`src/rtl/pixel_array_readout.sv`:
```
// pixel_array_readout: selects pixel rows in turn, captures each settled column bus
// into a row buffer and streams the buffered pixels over a valid/ready interface.
`default_nettype none

module pixel_array_readout #(
    parameter int ARRAY_ROWS = 2,
    parameter int ARRAY_COLS = 2,
    parameter int DATA_WIDTH = 8,
    parameter int BUS_SETTLE = 2
) (
    input  logic                             readout_clock,
    input  logic                             readout_reset,
    input  logic                             start,
    output logic                             busy,
    output logic                             frame_done,
    output logic [ARRAY_ROWS-1:0]            row_select,
    input  logic [ARRAY_COLS*DATA_WIDTH-1:0] column_data,
    output logic [DATA_WIDTH-1:0]            pixel_data,
    output logic [$clog2(ARRAY_ROWS):0]      pixel_row,
    output logic [$clog2(ARRAY_COLS):0]      pixel_col,
    output logic                             pixel_valid,
    input  logic                             pixel_ready
);

    localparam int ROW_W = $clog2(ARRAY_ROWS) + 1;
    localparam int COL_W = $clog2(ARRAY_COLS) + 1;
    localparam int SET_W = $clog2(BUS_SETTLE + 1) + 1;

    localparam logic [1:0] ST_IDLE   = 2'd0;
    localparam logic [1:0] ST_SELECT = 2'd1;
    localparam logic [1:0] ST_DRAIN  = 2'd2;

    logic [1:0]                      state;
    logic [1:0]                      state_next;
    logic [ROW_W-1:0]                row;
    logic [COL_W-1:0]                col;
    logic [SET_W-1:0]                settle;
    logic [ARRAY_COLS*DATA_WIDTH-1:0] row_buf;
    logic                            settle_done;
    logic                            last_col;
    logic                            last_row;
    logic                            xfer_last;

    assign settle_done = (settle == SET_W'(BUS_SETTLE));
    assign last_col    = (col == COL_W'(ARRAY_COLS - 1));
    assign last_row    = (row == ROW_W'(ARRAY_ROWS - 1));
    assign xfer_last   = (state == ST_DRAIN) && pixel_ready && last_col;

    always_ff @(posedge readout_clock) begin
        if (!readout_reset) begin
            state <= ST_IDLE;
        end else begin
            state <= state_next;
        end
    end

    always_comb begin
        state_next = state;
        case (state)
            ST_IDLE:   if (start) state_next = ST_SELECT;
            ST_SELECT: if (settle_done) state_next = ST_DRAIN;
            ST_DRAIN:  if (xfer_last) state_next = last_row ? ST_IDLE : ST_SELECT;
            default:   state_next = ST_IDLE;
        endcase
    end

    // Row/column counters, settle timer and row buffer advance with the FSM.
    always_ff @(posedge readout_clock) begin
        if (!readout_reset) begin
            row        <= '0;
            col        <= '0;
            settle     <= '0;
            row_buf    <= '0;
            frame_done <= 1'b0;
        end else begin
            frame_done <= 1'b0;
            case (state)
                ST_IDLE: begin
                    row    <= '0;
                    col    <= '0;
                    settle <= '0;
                end
                ST_SELECT: begin
                    if (settle_done) begin
                        row_buf <= column_data;
                        col     <= '0;
                        settle  <= '0;
                    end else begin
                        settle <= settle + SET_W'(1);
                    end
                end
                ST_DRAIN: begin
                    if (pixel_ready) begin
                        if (!last_col) begin
                            col <= col + COL_W'(1);
                        end else begin
                            col    <= '0;
                            settle <= '0;
                            if (last_row) begin
                                row        <= '0;
                                frame_done <= 1'b1;
                            end else begin
                                row <= row + ROW_W'(1);
                            end
                        end
                    end
                end
                default: begin
                    row    <= '0;
                    col    <= '0;
                    settle <= '0;
                end
            endcase
        end
    end

    // Pixel outputs are forced to zero outside DRAIN so idle/reset shows all zeros.
    always_comb begin
        busy        = (state != ST_IDLE);
        row_select  = '0;
        pixel_valid = 1'b0;
        pixel_data  = '0;
        pixel_row   = '0;
        pixel_col   = '0;
        if (state == ST_SELECT) begin
            for (int r = 0; r < ARRAY_ROWS; r++) begin
                if (row == ROW_W'(r)) row_select[r] = 1'b1;
            end
        end
        if (state == ST_DRAIN) begin
            pixel_valid = 1'b1;
            pixel_row   = row;
            pixel_col   = col;
            for (int c = 0; c < ARRAY_COLS; c++) begin
                if (col == COL_W'(c)) pixel_data = row_buf[c*DATA_WIDTH +: DATA_WIDTH];
            end
        end
    end

endmodule

`default_nettype wire

```
`config.mk`:
```
export PLATFORM = sky130hd
export DESIGN_NAME = pixel_array_readout
export DESIGN_NICKNAME = d
export VERILOG_FILES = /design/src/rtl/pixel_array_readout.sv
export SDC_FILE = /design/constraint.sdc
export NUM_CORES = 1
export LEC_CHECK = 0
export CAP_MARGIN = 20
export CORE_MARGIN = 10
export CORE_UTILIZATION = 30
export DETAILED_ROUTE_END_ITERATION = 6
export HOLD_SLACK_MARGIN = 0.08
export PLACE_DENSITY = 0.63
export SLEW_MARGIN = 20
export SYNTH_ARGS = -nofsm -noshare
export SYNTH_HDL_FRONTEND = slang
export SYNTH_SLANG_ARGS = --single-unit
export TNS_END_PERCENT = 30
```
`constraint.sdc`:
```
create_clock -name readout_clock -period 2.35 [get_ports readout_clock]
set_input_delay 0.47 -clock readout_clock [delete_from_list [all_inputs] [get_ports readout_clock]]
set_output_delay 0.47 -clock readout_clock [all_outputs]
set_load 0.03 [all_outputs]
```
==> impl_metrics.py, run 1 <==
metrics = {
    "synthesis": {
        "synth_top_area_share_pct": 39.3,
        "synth_edf_count": 0,
        "netlist_top_cells_count": "26 x dfxtp_1, 22 x a21oi_1, 16 x nand3_1, 11 x nor2_1, 10 x o21ai_2",
        "syn_nets": 175,
        "syn_area_per_cell_um2": 8.55,
        "syn_area_mm2": 0.00133,
        "synthArstFlopShare_pct": 0,
        "post-synth-top-count-cell": "dfxtp_1",
        "synthFlopType": "dfxtp_1",
        "ys_types": 33,
        "synth_warnings": 0,
        "synth_seq_cells": 26,
        "synth_area_leaders": "dfxtp_1 39%, a21oi_1 8.3%, o21ai_2 6.6%, mux2i_1 6.0%, nand3_1 6.0%",
        "netlist_instances": 155,
        "ys_seq_area_share_pct": 39.3,
        "post-synth-top-area-cell": "dfxtp_1",
    },
    "floorplan": {
        "dieWidth_um": 86.5,
        "start_util_pct": 30.6,
        "die_h_um": 86.5,
        "design.die.area_mm2": 0.00748,
        "io_pins": 37,
        "coreArea_mm2": 0.00432,
        "rows": 24,
    },
    "sta": {
        "setup_violations": 0,
        "tightest_slew_ns": 0.697,
        "relSlewSlack_pct": 53.5,
        "setup_slack_ns": 0.164,
        "hold_ws_ns": 0.464,
        "hold_viol": 0,
        "fin_crit_sh_pct": 93.0,
        "fin_setup_tns_ns": 0,
        "final_max_slew_viol_count": 0,
        "max_freq_mhz": 458,
        "rsz0062_at_grt": "no",
        "min_period_ns": 2.19,
        "finClkSkew_ns": 0.00501,
    },
    "finish": {
        "drive_gt1_share_pct": 17.6,
        "fillers": 454,
        "area_delta_synth_final_pct": 33.6,
        "nNetsFinal": 209,
        "fin_area_mm2": 0.00177,
        "final_util_pct": 40.9,
        "antennaDiodeCount": 0,
    },
    "clocking": {
        "clkTransAtPathRegs_ns": 0.09,
        "clockBufferDepth": 2,
        "cts_buffers": 3,
        "htree_levels": 1,
        "cts_sinks": 26,
        "root_buffer": "clkbuf_8",
        "clkLatencyLatePin_ns": 0.27,
        "cts_tree": "built",
    },
    "worst_setup_path": {
        "arrival_ns": 1.72,
        "critical_path_class": "reg -> out",
        "required_ns": 1.88,
        "critical-path-max-stage-delay_ns": 0.71,
        "path_max_fanout": 12,
        "setup.worst_path.start_class": "flip-flop",
        "slowest_stage": "clkdlybuf4s50_1",
        "worstPathCellList": "and2b_2, clkdlybuf4s50_1",
        "crit_path_end_kind": "output port",
    },
    "status": {
        "status": "finished clean",
    },
    "grt": {
        "grt_overflow": 0,
        "first_global_vias": 1229,
        "grt.total_usage_pct": 10.2,
        "grt_pass1_wl_um": 6270,
        "grt_max_degree": 19,
        "antenna_found_initial": 0,
    },
    "worst_hold_path": {
        "hp-class": "reg -> reg",
    },
    "place": {
        "dpl_worst_slack_ns": 0.267,
        "numPortBuffers": 36,
        "place_area_mm2": 0.00169,
        "gp_congestion": 0.726,
        "hpwl_um": 2590,
    },
    "drt": {
        "drtAntennaViolNets": 0,
        "vias": 1199,
        "drtIter0Drc": 82,
        "first_pass_iters": 4,
        "routedWlPerCell_um": 15.1,
        "routed_wl_um": 3620,
        "vias_per_cell": 5.00,
        "route.detailed.drc": 0,
    },
    "power_and_ir_drop": {
        "cellPowerDensity_mw_per_mm2": 532,
        "peakVddDrop_mv": 0.254,
        "p_leak_uw": 0.000633,
    },
    "job": {
        "maxCapViolCount": 0,
    },
}
==> placed cells by master, fill, tap and decap left out, drive strengths merged <==
cell type and count:
dfxtp 26, clkdlybuf4s50 23, a21oi 22, o21ai 17, nand3 16, buf 16, nor2 11, mux2i 8
nand2 8, and2 4, nand2b 4, dlymetal6s2s 4, nand4b 3, clkbuf 3, inv 2, nor4 2
a311oi 2, and3b 2, nand3b 2, and2b 2, nor3 1, or2 1, nor3b 1, or3b 1
xor2 1, o32ai 1, nand4 1, o211ai 1, o2bb2ai 1, o31ai 1, bufinv 1
==> report_power, final <==
group	total, uW	internal [uW]	leakage [uW]	switching, uW
Combinational	119	52.9	0.000388	65.8
Clock	372	228	0.0000357	145
Sequential	452	444	0.000210	7.49
==> critical path: cells and delay by family, from the launching register on <==
family                 cells  cell delay, ns
buffers and inverters      1            0.71
DFF                        1            0.45
and+or+nand+nor            1            0.29
==> metrics by stage <==
step | std cells | total power [uW]
6_report | 240 | 943
5_1_grt | 240 | 993
4_1_cts | 240 | 952
3_5_place_dp | 236 | 581
3_3_place_gp | 236 | 580
2_1_floorplan | 155 | 526
==> cell families after synthesis <==
family	count (synthesis)	synth area share, %
buffers and inverters	16	7.55
and+or+nand+nor	59	25.1
AOI/OAI and AO/OA	45	21.3
xor gates and xnor gates	1	0.661
DFF	26	39.3
muxes	8	6.04
==> cell type report <==
type / count / area [um2] / share of cell area [%]
multi-input combinational: 113 / 706 / 39.9
clock inverter: 1 / 30.0 / 1.70
tap: 52 / 65.1 / 3.67
sequential: 26 / 520 / 29.4
inverter: 2 / 7.51 / 0.424
clock buffer: 3 / 41.3 / 2.33
timing repair buffer: 43 / 400 / 22.6
==> final timing paths <==
check / startpoint / to / slack (ns) / cells past startpoint
worst min-delay path: row_buf[5] / row_buf[5] / 0.46 / 2
worst max register to register: state[0] / row_buf[3] / 0.86 / 4
worst min register to register: row_buf[5] / row_buf[5] / 0.46 / 2
worst max-delay path: state[1] / pixel_valid / 0.16 / 2
==> sequential cells by signal, summed over array words and instances (netlist names) <==
| register | count |
|---|---|
| row | 2 |
| row_buf | 16 |
| frame_done | 1 |
| col | 2 |
| settle | 3 |
| state | 2 |
==> per-layer routing <==
metal  GRT usage [%]  share of wire, %
met1            13.5                47
met3            1.59               3.8
met2            16.0                47
met4            3.98               1.2
met5               0                 0
==> repair_timing <==
action | in CTS | in global routing
setup endpoints to repair | 4 | 4
setup buffers | 0 | 0
hold buffers | 0 | 0
pin swaps | 0 | 0
resized for setup | 1 | 4
Note: power is estimated with default switching activity, not from simulation.
==> run 2, diff against run 1 <==
==> constraint.sdc (replaced) <==
create_clock -name readout_clock -period 2.4 [get_ports readout_clock]
set_input_delay 0.48 -clock readout_clock [delete_from_list [all_inputs] [get_ports readout_clock]]
set_output_delay 0.48 -clock readout_clock [all_outputs]
set_load 0.03 [all_outputs]
==> run 2 against run 1 <==
  * Setup slack got worse by 0.011 ns
  * Register-to-register slack got worse by 0.03 ns
  * Die area did not move
  * Final cell count rose by 1.3%
  * Design area rose by 0.78%
  * Core utilization rose by 0.32 points
  * First-iteration DRC count rose by 2.4%
  * Sequential power fell by 3%
  * Sequential share of layout area fell by 0.23 points
  * Clock-buffer cell count rose by 1
  * Sequential cell count did not move
  * Clock skew fell by 0.0016 ns
  * Critical endpoint unchanged
  * Highest routed layer unchanged
==> impl_metrics.py, run 2 (synthesis gave the netlist of run 1 again) <==
metrics = {
    "worst_setup_path": {
        "required_ns": 1.92,
        "r2r-start": "settle[0]",
        "slowest_stage": "clkdlybuf4s50_1",
        "critical_path_class": "reg -> out",
        "worst_path_dominant_cell_family": "buffers and inverters",
        "worstPathCellList": "and2b_1, buf_4, clkdlybuf4s50_1",
        "path_max_fanout": 11,
        "critical-path-max-stage-delay_ns": 0.68,
        "startpoint": "state[1]",
        "path_buf_inv": 2,
        "arrival_ns": 1.77,
        "setup.worst_path.start_class": "flip-flop",
        "crit_path_end_kind": "output port",
    },
    "power_and_ir_drop": {
        "peakVddDrop_mv": 0.204,
        "p_leak_uw": 0.000663,
        "cellPowerDensity_mw_per_mm2": 475,
    },
    "clocking": {
        "cts_tree": "built",
        "root_buffer": "clkbuf_8",
        "cts_sinks": 26,
        "clkLatencyLatePin_ns": 0.27,
        "htree_levels": 1,
        "cts_buffers": 3,
        "clockBufferDepth": 2,
        "clkTransAtPathRegs_ns": 0.09,
    },
    "drt": {
        "routed_wl_um": 3560,
        "vias": 1242,
        "vias_per_cell": 5.11,
        "routedWlPerCell_um": 14.7,
        "drtIter0Drc": 84,
        "first_pass_iters": 4,
        "route.detailed.drc": 0,
        "drtAntennaViolNets": 0,
    },
    "sta": {
        "hold_viol": 0,
        "fin_crit_sh_pct": 93.6,
        "tightest_slew_ns": 0.679,
        "fin_setup_tns_ns": 0,
        "rsz0062_at_grt": "no",
        "min_period_ns": 2.25,
        "final_max_slew_viol_count": 0,
        "setup_violations": 0,
        "relSlewSlack_pct": 54.7,
        "max_freq_mhz": 445,
        "finClkSkew_ns": 0.00336,
        "setup_slack_ns": 0.153,
        "hold_ws_ns": 0.463,
    },
    "floorplan": {
        "start_util_pct": 30.6,
        "design.die.area_mm2": 0.00748,
        "coreArea_mm2": 0.00432,
        "io_pins": 37,
        "dieWidth_um": 86.5,
        "die_h_um": 86.5,
        "rows": 24,
    },
    "grt": {
        "antenna_found_initial": 0,
        "grt_overflow": 0,
        "grt.total_usage_pct": 9.32,
        "first_global_vias": 1196,
        "grt_max_degree": 19,
        "grt_pass1_wl_um": 5790,
    },
    "finish": {
        "nNetsFinal": 212,
        "largest_reg_flops": 16,
        "fillers": 451,
        "reg_top3": "row_buf (16), settle (3)",
        "antennaDiodeCount": 0,
        "final_common_cell": "dfxtp_1",
        "mostFrequentLayoutCells": "26 x dfxtp_1, 23 x clkdlybuf4s50_1, 22 x a21oi_1",
        "drive_gt1_share_pct": 14.7,
        "fin_area_mm2": 0.00178,
        "area_delta_synth_final_pct": 34.7,
        "regMostFlops": "row_buf",
    },
    "worst_hold_path": {
        "holdCritStartpoint": "row_buf[2]",
        "hp-class": "reg -> reg",
    },
    "place": {
        "place_area_mm2": 0.00173,
        "dpl_worst_slack_ns": 0.187,
        "gp_congestion": 0.764,
        "numPortBuffers": 36,
        "hpwl_um": 2580,
    },
    "status": {
        "status": "finished clean",
    },
    "job": {
        "maxCapViolCount": 0,
    },
}
## run 2: final timing paths
kind | cells past startpoint | endpoint | slack, ns
min reg2reg | 2 | row_buf[2] | 0.46
min | 2 | row_buf[2] | 0.46
max reg2reg | 4 | row_buf[10] | 0.83
max | 3 | pixel_valid | 0.15
## run 2: layer usage
metal / up-vias / global-route usage [%] / share of wire, % / routed length (um)
met5: - / 0 / 0 / 0
met4: 0 / 3.98 / 1.4 / 49
met3: 2 / 2.16 / 4.5 / 160
met2: 20 / 14.7 / 47 / 1660
met1: 593 / 11.8 / 48 / 1690
li1: 627 / - / - / -
## run 2: area by class of cell
class	count	area, um2	area share [%]
flip-flops and latches	26	520	29.2
multi-input cells	113	704	39.5
clock buffers	4	55.1	3.09
well taps	52	65.1	3.65
inverters	2	7.51	0.421
repair buffers	46	432	24.2
## run 2: report_power, final
part | internal [uW] | switching, uW | total [uW] | leakage (uW)
Combinational | 54.4 | 67.0 | 121 | 0.000424
Clock | 147 | 140 | 286 | 0.0000288
Sequential | 435 | 4.38 | 439 | 0.000210
## run 2: tightest hold or removal path, delay by kind of cell (launching register included)
family | cells | cell delay, ns
AO/OA/AOI/OAI | 2 | 0.10
flip-flops | 1 | 0.33
## run 2: metrics by stage
| stage | cells | power, uW | utilization [%] |
|---|---|---|---|
| 2_1_floorplan | 155 | 515 | - |
| 3_3_place_gp | 239 | 572 | 40.0 |
| 3_5_place_dp | 239 | 570 | 40.0 |
| 4_1_cts | 243 | 850 | 41.0 |
| 5_1_grt | 243 | 871 | 41.3 |
| 6_report | 243 | 847 | 41.3 |
## run 2: what timing repair did
| item | CTS | global route |
|---|---|---|
| setup endpoints to repair | 7 | 4 |
| hold buffers | 0 | 0 |
| cloned | 0 | 0 |
| buffers inserted | 0 | 0 |
| resized for setup | 7 | 4 |
